`src/rtl/rtc_bus_pkg.sv`:
```
// Shared types and constants for the RTC multiplexed address/data bus master.
// Holds the FSM encoding, default bus timing and the RTC register map.
package rtc_bus_pkg;

  typedef enum logic [3:0] {
    S_IDLE,
    S_ADDR_SETUP,
    S_ADDR_STROBE,
    S_ADDR_HOLD,
    S_TURN,
    S_DATA_SETUP,
    S_DATA_STROBE,
    S_DATA_HOLD,
    S_DONE
  } state_t;

  localparam int DEF_T_SETUP = 4;
  localparam int DEF_T_PULSE = 8;
  localparam int DEF_T_HOLD  = 4;
  localparam int DEF_T_TURN  = 4;

  localparam logic [7:0] ADDR_SEG  = 8'h21;
  localparam logic [7:0] ADDR_MIN  = 8'h22;
  localparam logic [7:0] ADDR_HORA = 8'h23;
  localparam logic [7:0] ADDR_DIA  = 8'h24;
  localparam logic [7:0] ADDR_MES  = 8'h25;
  localparam logic [7:0] ADDR_ANO  = 8'h26;
  localparam logic [7:0] ADDR_ST   = 8'h41;
  localparam logic [7:0] ADDR_MT   = 8'h42;
  localparam logic [7:0] ADDR_HT   = 8'h43;

  // A state lasting N cycles starts its countdown at N-1 and leaves on zero.
  function automatic logic [7:0] timer_load(input int cycles);
    return 8'(cycles - 1);
  endfunction

endpackage

```
`src/rtl/rtc_bus_timer.sv`:
```
// Loadable 8-bit down-counter with zero flag; stops at zero until reloaded.
module rtc_bus_timer (
  input  logic       i_clk,
  input  logic       i_rst_n,
  input  logic       i_load,
  input  logic [7:0] i_load_val,
  output logic       o_zero
);

  logic [7:0] r_count;

  always_ff @(posedge i_clk or negedge i_rst_n) begin
    if (!i_rst_n) begin
      r_count <= 8'd0;
    end else if (i_load) begin
      r_count <= i_load_val;
    end else if (r_count != 8'd0) begin
      r_count <= r_count - 8'd1;
    end
  end

  assign o_zero = (r_count == 8'd0);

endmodule

```
`src/rtl/rtc_bus_master.sv`:
```
// Physical-side master for the RTC multiplexed AD bus: one address write followed by
// one data read or write per accepted start, with a single-cycle done pulse at the end.
module rtc_bus_master
  import rtc_bus_pkg::*;
#(
  parameter int T_SETUP = DEF_T_SETUP,
  parameter int T_PULSE = DEF_T_PULSE,
  parameter int T_HOLD  = DEF_T_HOLD,
  parameter int T_TURN  = DEF_T_TURN
) (
  input  logic       i_clk,
  input  logic       i_rst_n,
  input  logic       i_start,
  input  logic       i_wr_nrd,
  input  logic [7:0] i_addr,
  input  logic [7:0] i_wr_data,
  output logic       o_busy,
  output logic       o_done,
  output logic [7:0] o_rd_data,
  output logic       o_rtc_cs_n,
  output logic       o_rtc_rd_n,
  output logic       o_rtc_wr_n,
  output logic       o_rtc_ad_n,
  output logic [7:0] o_ad_out,
  output logic       o_ad_oe,
  input  logic [7:0] i_ad_in
);

  state_t     r_state;
  state_t     w_state_next;

  logic       r_wr_nrd;
  logic [7:0] r_addr;
  logic [7:0] r_wr_data;
  logic [7:0] r_rd_data;

  logic       r_cs_n, r_rd_n, r_wr_n, r_ad_n, r_ad_oe, r_busy, r_done;
  logic [7:0] r_ad_out;

  logic       w_cs_n, w_rd_n, w_wr_n, w_ad_n, w_ad_oe, w_busy, w_done;
  logic [7:0] w_ad_out;

  logic       w_wr_nrd;
  logic [7:0] w_addr;
  logic [7:0] w_wr_data;

  logic       w_timer_load;
  logic [7:0] w_timer_val;
  logic       w_timer_zero;

  rtc_bus_timer u_timer (
    .i_clk      (i_clk),
    .i_rst_n    (i_rst_n),
    .i_load     (w_timer_load),
    .i_load_val (w_timer_val),
    .o_zero     (w_timer_zero)
  );

  always_ff @(posedge i_clk or negedge i_rst_n) begin
    if (!i_rst_n) begin
      r_state <= S_IDLE;
    end else begin
      r_state <= w_state_next;
    end
  end

  // The timer is reloaded on every state change with the new state's duration.
  always_comb begin
    w_state_next = r_state;
    case (r_state)
      S_IDLE:        if (i_start)      w_state_next = S_ADDR_SETUP;
      S_ADDR_SETUP:  if (w_timer_zero) w_state_next = S_ADDR_STROBE;
      S_ADDR_STROBE: if (w_timer_zero) w_state_next = S_ADDR_HOLD;
      S_ADDR_HOLD:   if (w_timer_zero) w_state_next = S_TURN;
      S_TURN:        if (w_timer_zero) w_state_next = S_DATA_SETUP;
      S_DATA_SETUP:  if (w_timer_zero) w_state_next = S_DATA_STROBE;
      S_DATA_STROBE: if (w_timer_zero) w_state_next = S_DATA_HOLD;
      S_DATA_HOLD:   if (w_timer_zero) w_state_next = S_DONE;
      S_DONE:                          w_state_next = S_IDLE;
      default:                         w_state_next = S_IDLE;
    endcase

    w_timer_load = (w_state_next != r_state);
    case (w_state_next)
      S_ADDR_SETUP, S_DATA_SETUP:   w_timer_val = timer_load(T_SETUP);
      S_ADDR_STROBE, S_DATA_STROBE: w_timer_val = timer_load(T_PULSE);
      S_ADDR_HOLD, S_DATA_HOLD:     w_timer_val = timer_load(T_HOLD);
      S_TURN:                       w_timer_val = timer_load(T_TURN);
      default:                      w_timer_val = 8'd0;
    endcase
  end

  // Outputs are decoded from the next state so the registered pins line up with the state.
  assign w_wr_nrd  = (r_state == S_IDLE) ? i_wr_nrd  : r_wr_nrd;
  assign w_addr    = (r_state == S_IDLE) ? i_addr    : r_addr;
  assign w_wr_data = (r_state == S_IDLE) ? i_wr_data : r_wr_data;

  always_comb begin
    w_cs_n   = 1'b1;
    w_rd_n   = 1'b1;
    w_wr_n   = 1'b1;
    w_ad_n   = 1'b0;
    w_ad_oe  = 1'b0;
    w_ad_out = 8'h00;
    w_busy   = 1'b1;
    w_done   = 1'b0;
    case (w_state_next)
      S_IDLE: w_busy = 1'b0;
      S_ADDR_SETUP, S_ADDR_STROBE, S_ADDR_HOLD: begin
        w_cs_n   = 1'b0;
        w_ad_oe  = 1'b1;
        w_ad_out = w_addr;
        w_wr_n   = (w_state_next != S_ADDR_STROBE);
      end
      S_TURN: w_ad_n = 1'b1;
      S_DATA_SETUP, S_DATA_STROBE, S_DATA_HOLD: begin
        w_cs_n   = 1'b0;
        w_ad_n   = 1'b1;
        w_ad_oe  = w_wr_nrd;
        w_ad_out = w_wr_nrd ? w_wr_data : 8'h00;
        if (w_state_next == S_DATA_STROBE) begin
          w_wr_n = ~w_wr_nrd;
          w_rd_n = w_wr_nrd;
        end
      end
      S_DONE: begin
        w_ad_n = 1'b1;
        w_done = 1'b1;
      end
      default: w_busy = 1'b0;
    endcase
  end

  always_ff @(posedge i_clk or negedge i_rst_n) begin
    if (!i_rst_n) begin
      r_cs_n   <= 1'b1;
      r_rd_n   <= 1'b1;
      r_wr_n   <= 1'b1;
      r_ad_n   <= 1'b0;
      r_ad_oe  <= 1'b0;
      r_ad_out <= 8'h00;
      r_busy   <= 1'b0;
      r_done   <= 1'b0;
    end else begin
      r_cs_n   <= w_cs_n;
      r_rd_n   <= w_rd_n;
      r_wr_n   <= w_wr_n;
      r_ad_n   <= w_ad_n;
      r_ad_oe  <= w_ad_oe;
      r_ad_out <= w_ad_out;
      r_busy   <= w_busy;
      r_done   <= w_done;
    end
  end

  // Read data is captured at the edge that closes the final read strobe cycle.
  always_ff @(posedge i_clk or negedge i_rst_n) begin
    if (!i_rst_n) begin
      r_wr_nrd  <= 1'b0;
      r_addr    <= 8'h00;
      r_wr_data <= 8'h00;
      r_rd_data <= 8'h00;
    end else begin
      if (r_state == S_IDLE && i_start) begin
        r_wr_nrd  <= i_wr_nrd;
        r_addr    <= i_addr;
        r_wr_data <= i_wr_data;
      end
      if (r_state == S_DATA_STROBE && w_timer_zero && !r_wr_nrd) begin
        r_rd_data <= i_ad_in;
      end
    end
  end

  assign o_rtc_cs_n = r_cs_n;
  assign o_rtc_rd_n = r_rd_n;
  assign o_rtc_wr_n = r_wr_n;
  assign o_rtc_ad_n = r_ad_n;
  assign o_ad_oe    = r_ad_oe;
  assign o_ad_out   = r_ad_out;
  assign o_busy     = r_busy;
  assign o_done     = r_done;
  assign o_rd_data  = r_rd_data;

endmodule

```
`config.mk`:
```
export PLATFORM = sky130hd
export DESIGN_NAME = rtc_bus_master
export DESIGN_NICKNAME = d
export VERILOG_FILES = /design/src/rtl/rtc_bus_pkg.sv /design/src/rtl/rtc_bus_timer.sv /design/src/rtl/rtc_bus_master.sv
export SDC_FILE = /design/constraint.sdc
export NUM_CORES = 1
export LEC_CHECK = 0
export BUFFER_PORTS_ARGS = -buffer_cell sky130_fd_sc_hd__buf_2
export CAP_MARGIN = 20
export CORE_ASPECT_RATIO = 1.5
export CORE_MARGIN = 3
export CORE_UTILIZATION = 58
export CTS_CLUSTER_DIAMETER = 80
export DETAILED_ROUTE_END_ITERATION = 10
export GPL_TIMING_DRIVEN = 0
export PLACE_DENSITY = 0.87
export SETUP_SLACK_MARGIN = 0.5
export SLEW_MARGIN = 25
export SYNTH_ARGS = -nofsm -noshare
export SYNTH_HDL_FRONTEND = slang
export SYNTH_SLANG_ARGS = --single-unit
export TNS_END_PERCENT = 30
```
`constraint.sdc`:
```
create_clock -name i_clk -period 3.5 [get_ports i_clk]
set_clock_uncertainty 0.1 [all_clocks]
set_input_delay 0.175 -clock i_clk [delete_from_list [all_inputs] [get_ports i_clk]]
set_output_delay 0.175 -clock i_clk [all_outputs]
set_load 0.005 [all_outputs]
```
==> impl_metrics.toml <==
[outcome]
status = "completed"

[sta]
min_period_ps = 2676
period_share_pct = 76.44
rsz0062_at_grt = "no"
hold_violations = 0
drv_slew = 0
tightest_slew_ps = 780.5
fin_ws_ps = 824.5
finalSetupTns_ps = 0
setup_violations = 0
slew_headroom_pct = 47.88
max_freq_mhz = 373.8

[critical_path]
reg2regPathDepth = 8
cp.arrival_ps = 2710
required_ps = 3530
endpoint_kind = "register"
crit_end = "o_ad_out[7]"
crit_path_max_fanout = 9
rrSetupSlack_ps = 820
timing.rr.end = "o_ad_out[7]"
start_kind = "register"
rr_startpoint = "u_timer.r_count[0]"
crit_path_start = "u_timer.r_count[0]"
crit_type = "reg2reg"

[logic_synthesis]
yosysMostFrequentCell = "dfrtp_1"
synthArstFlopShare_pct = 100.0
syn_area_per_cell_um2 = 12.51
synthTopCellsByCount = "dfrtp_1, mux2_2, mux2i_1, nor2_1"
ys_warn_count = 0
synth_flop_cell = "dfrtp_1"
netlist_top_cells_area = "dfrtp_1, mux2_2, mux2i_1, dfstp_2, o22ai_1"
ys_ff_latch = 52
yosysTopAreaCell = "dfrtp_1"
synth.yosys.seq_area_share_pct = 54.35
ys_types = 40
synthCells = 192
synth_top_area_share_pct = 51.07
syn-num-nets = 222
syn_area_um2 = 2401
synth_edf_count = 0

[die]
io_pins = 51
die_w_um = 58.54
die_h_um = 84.80
core_um2 = 3959
initial_core_util_pct = 60.65
dieArea_um2 = 4964
rows = 28

[clocking]
insertion_delay_ps = 300
htreeDepth = 2
clockBufferDepth = 2
cts_made_buffers = 5
cts_tree = "built"
clock-sinks = 52
postCtsSetupRepairBufs = 0
root_buffer = "clkbuf_8"
clk_pin_slew_worst_paths_ps = 90
cts_resized = 0

[layout]
multiInputGateArea_um2 = 1037
regArea_um2 = 1305
nNetsFinal = 284
nFillCells = 279
syn2layout_area_growth_pct = 18.97
layout-drive-gt1-share_pct = 37.65
final_cells = 300
diodes = 0

[global_routing]
grt_max_degree = 53
grt_pass1_wl_um = 7976
antenna_found_initial = 0
grt_pass1_vias = 1797
overflow = 0
grt_usage_pct = 21.02

[placed_design]
place_ws_ps = 863.9
place_congestion = 0.8814
place_inst = 287
dp_hpwl_um = 3425
io_buffers = 50

[worst_hold_path]
hp-start = "i_ad_in[2]"
min_path_type = "in2reg"

[routing]
vias = 1749
drtIter0Drc = 90
wire_per_inst_um = 16.05
dr.pass1.iters = 4
route.detailed.drc = 0
ant_nets = 0
wl_um = 4815
vias_per_cell = 5.830

[power]
power_mw = 2.355
cellPowerDensity_nw_per_um2 = 824.4
power_leakage_nw = 1.305
peakVddDrop_uv = 603.6

[run]
drv_cap = 0
## cell families (layout without fill, tap and decap cells)
group           Yosys count  count (layout)  synth area share, %
simple gates             40              40                9.172
fa+ha+maj                 2               2                1.042
xor+xnor                  5               5                1.824
buf+inv                  17              80                2.762
mux                      44              44                19.70
flops                    52              52                54.35
compound gates           32              32                11.15
## critical path, cell delays in order, from the launching register on
cell       delay (ps)
dfrtp_1           370
inv_1             140
ha_1              200
or3b_1            360
clkbuf_1          230
nor2_1            400
a2111oi_4         190
o211ai_4          360
o22ai_1           170
## layout make-up
type | count | share of cell area (%)
buffer | 9 | 1.270
timing repair buffer | 55 | 10.60
sequential | 52 | 45.69
tap | 45 | 1.971
clock inverter | 2 | 0.5694
inverter | 8 | 1.051
multi-input combinational | 123 | 36.31
clock buffer | 6 | 2.541
## cell usage in the layout (no fill, tap or decap), types with 7 or more instances in the layout
| master | netlist | final |
|---|---|---|
| nor2_1 | 10 | 10 |
| mux2_2 | 26 | 26 |
| nand2_1 | 8 | 8 |
| buf_2 | 2 | 51 |
| clkbuf_1 | 6 | 7 |
| mux2i_1 | 18 | 18 |
| inv_1 | 8 | 8 |
| o22ai_1 | 8 | 8 |
| dfrtp_1 | 49 | 49 |
## timing repair
action / 4_1_cts / 5_1_grt
hold endpoints to repair: 53 / 0
hold buffers: 5 / 0
endpoints found under the setup margin: 0 / 0
## through the flow
step | hold WS [ps] | instance area [µm²] | util [%]
6_report | 7.972 | 2856 | 72.16
4_1_cts | 0.1991 | 2856 | 72.16
3_3_place_gp | 307.0 | 2708 | 68.39
5_1_grt | 10.95 | 2856 | 72.16
3_5_place_dp | 142.2 | 2718 | 68.65
2_1_floorplan | -220.6 | 2401 | -
## registers in the layout, indices dropped and copies added, names as in the netlist
name	cells
o_busy	1
u_timer.r_count	8
o_rtc_cs_n	1
o_ad_out	8
o_rtc_wr_n	1
o_done	1
o_rd_data	8
o_ad_oe	1
r_addr	8
o_rtc_rd_n	1
r_wr_nrd	1
r_wr_data	8
r_state	4
o_rtc_ad_n	1
## where the power goes
group	total [mW]	switching, mW	internal (mW)	leakage (nW)
logic	1.07	0.581	0.488	0.622
registers	0.956	0.113	0.843	0.641
clock network	0.331	0.189	0.142	0.0414
total	2.35	0.882	1.47	1.30
## worst min-delay path by stage
stage	cells after the start	slack, ps	end
after floorplan	0	-220	o_ad_oe
after global placement	2	310	o_rd_data[7]
after detailed placement	1	140	o_rd_data[3]
after CTS	2	0.2	o_rd_data[2]
after global routing	2	10	r_addr[4]
final	2	8	o_rd_data[2]
## layer usage
layer,up-vias,routed length (µm),global-route usage [%]
li1,824,-,-
met1,872,1801,23.16
met2,42,2712,38.15
met3,11,197,4.308
met4,0,104,8.017
met5,-,0,0
No activity file was read; power rests on OpenSTA's default activity.
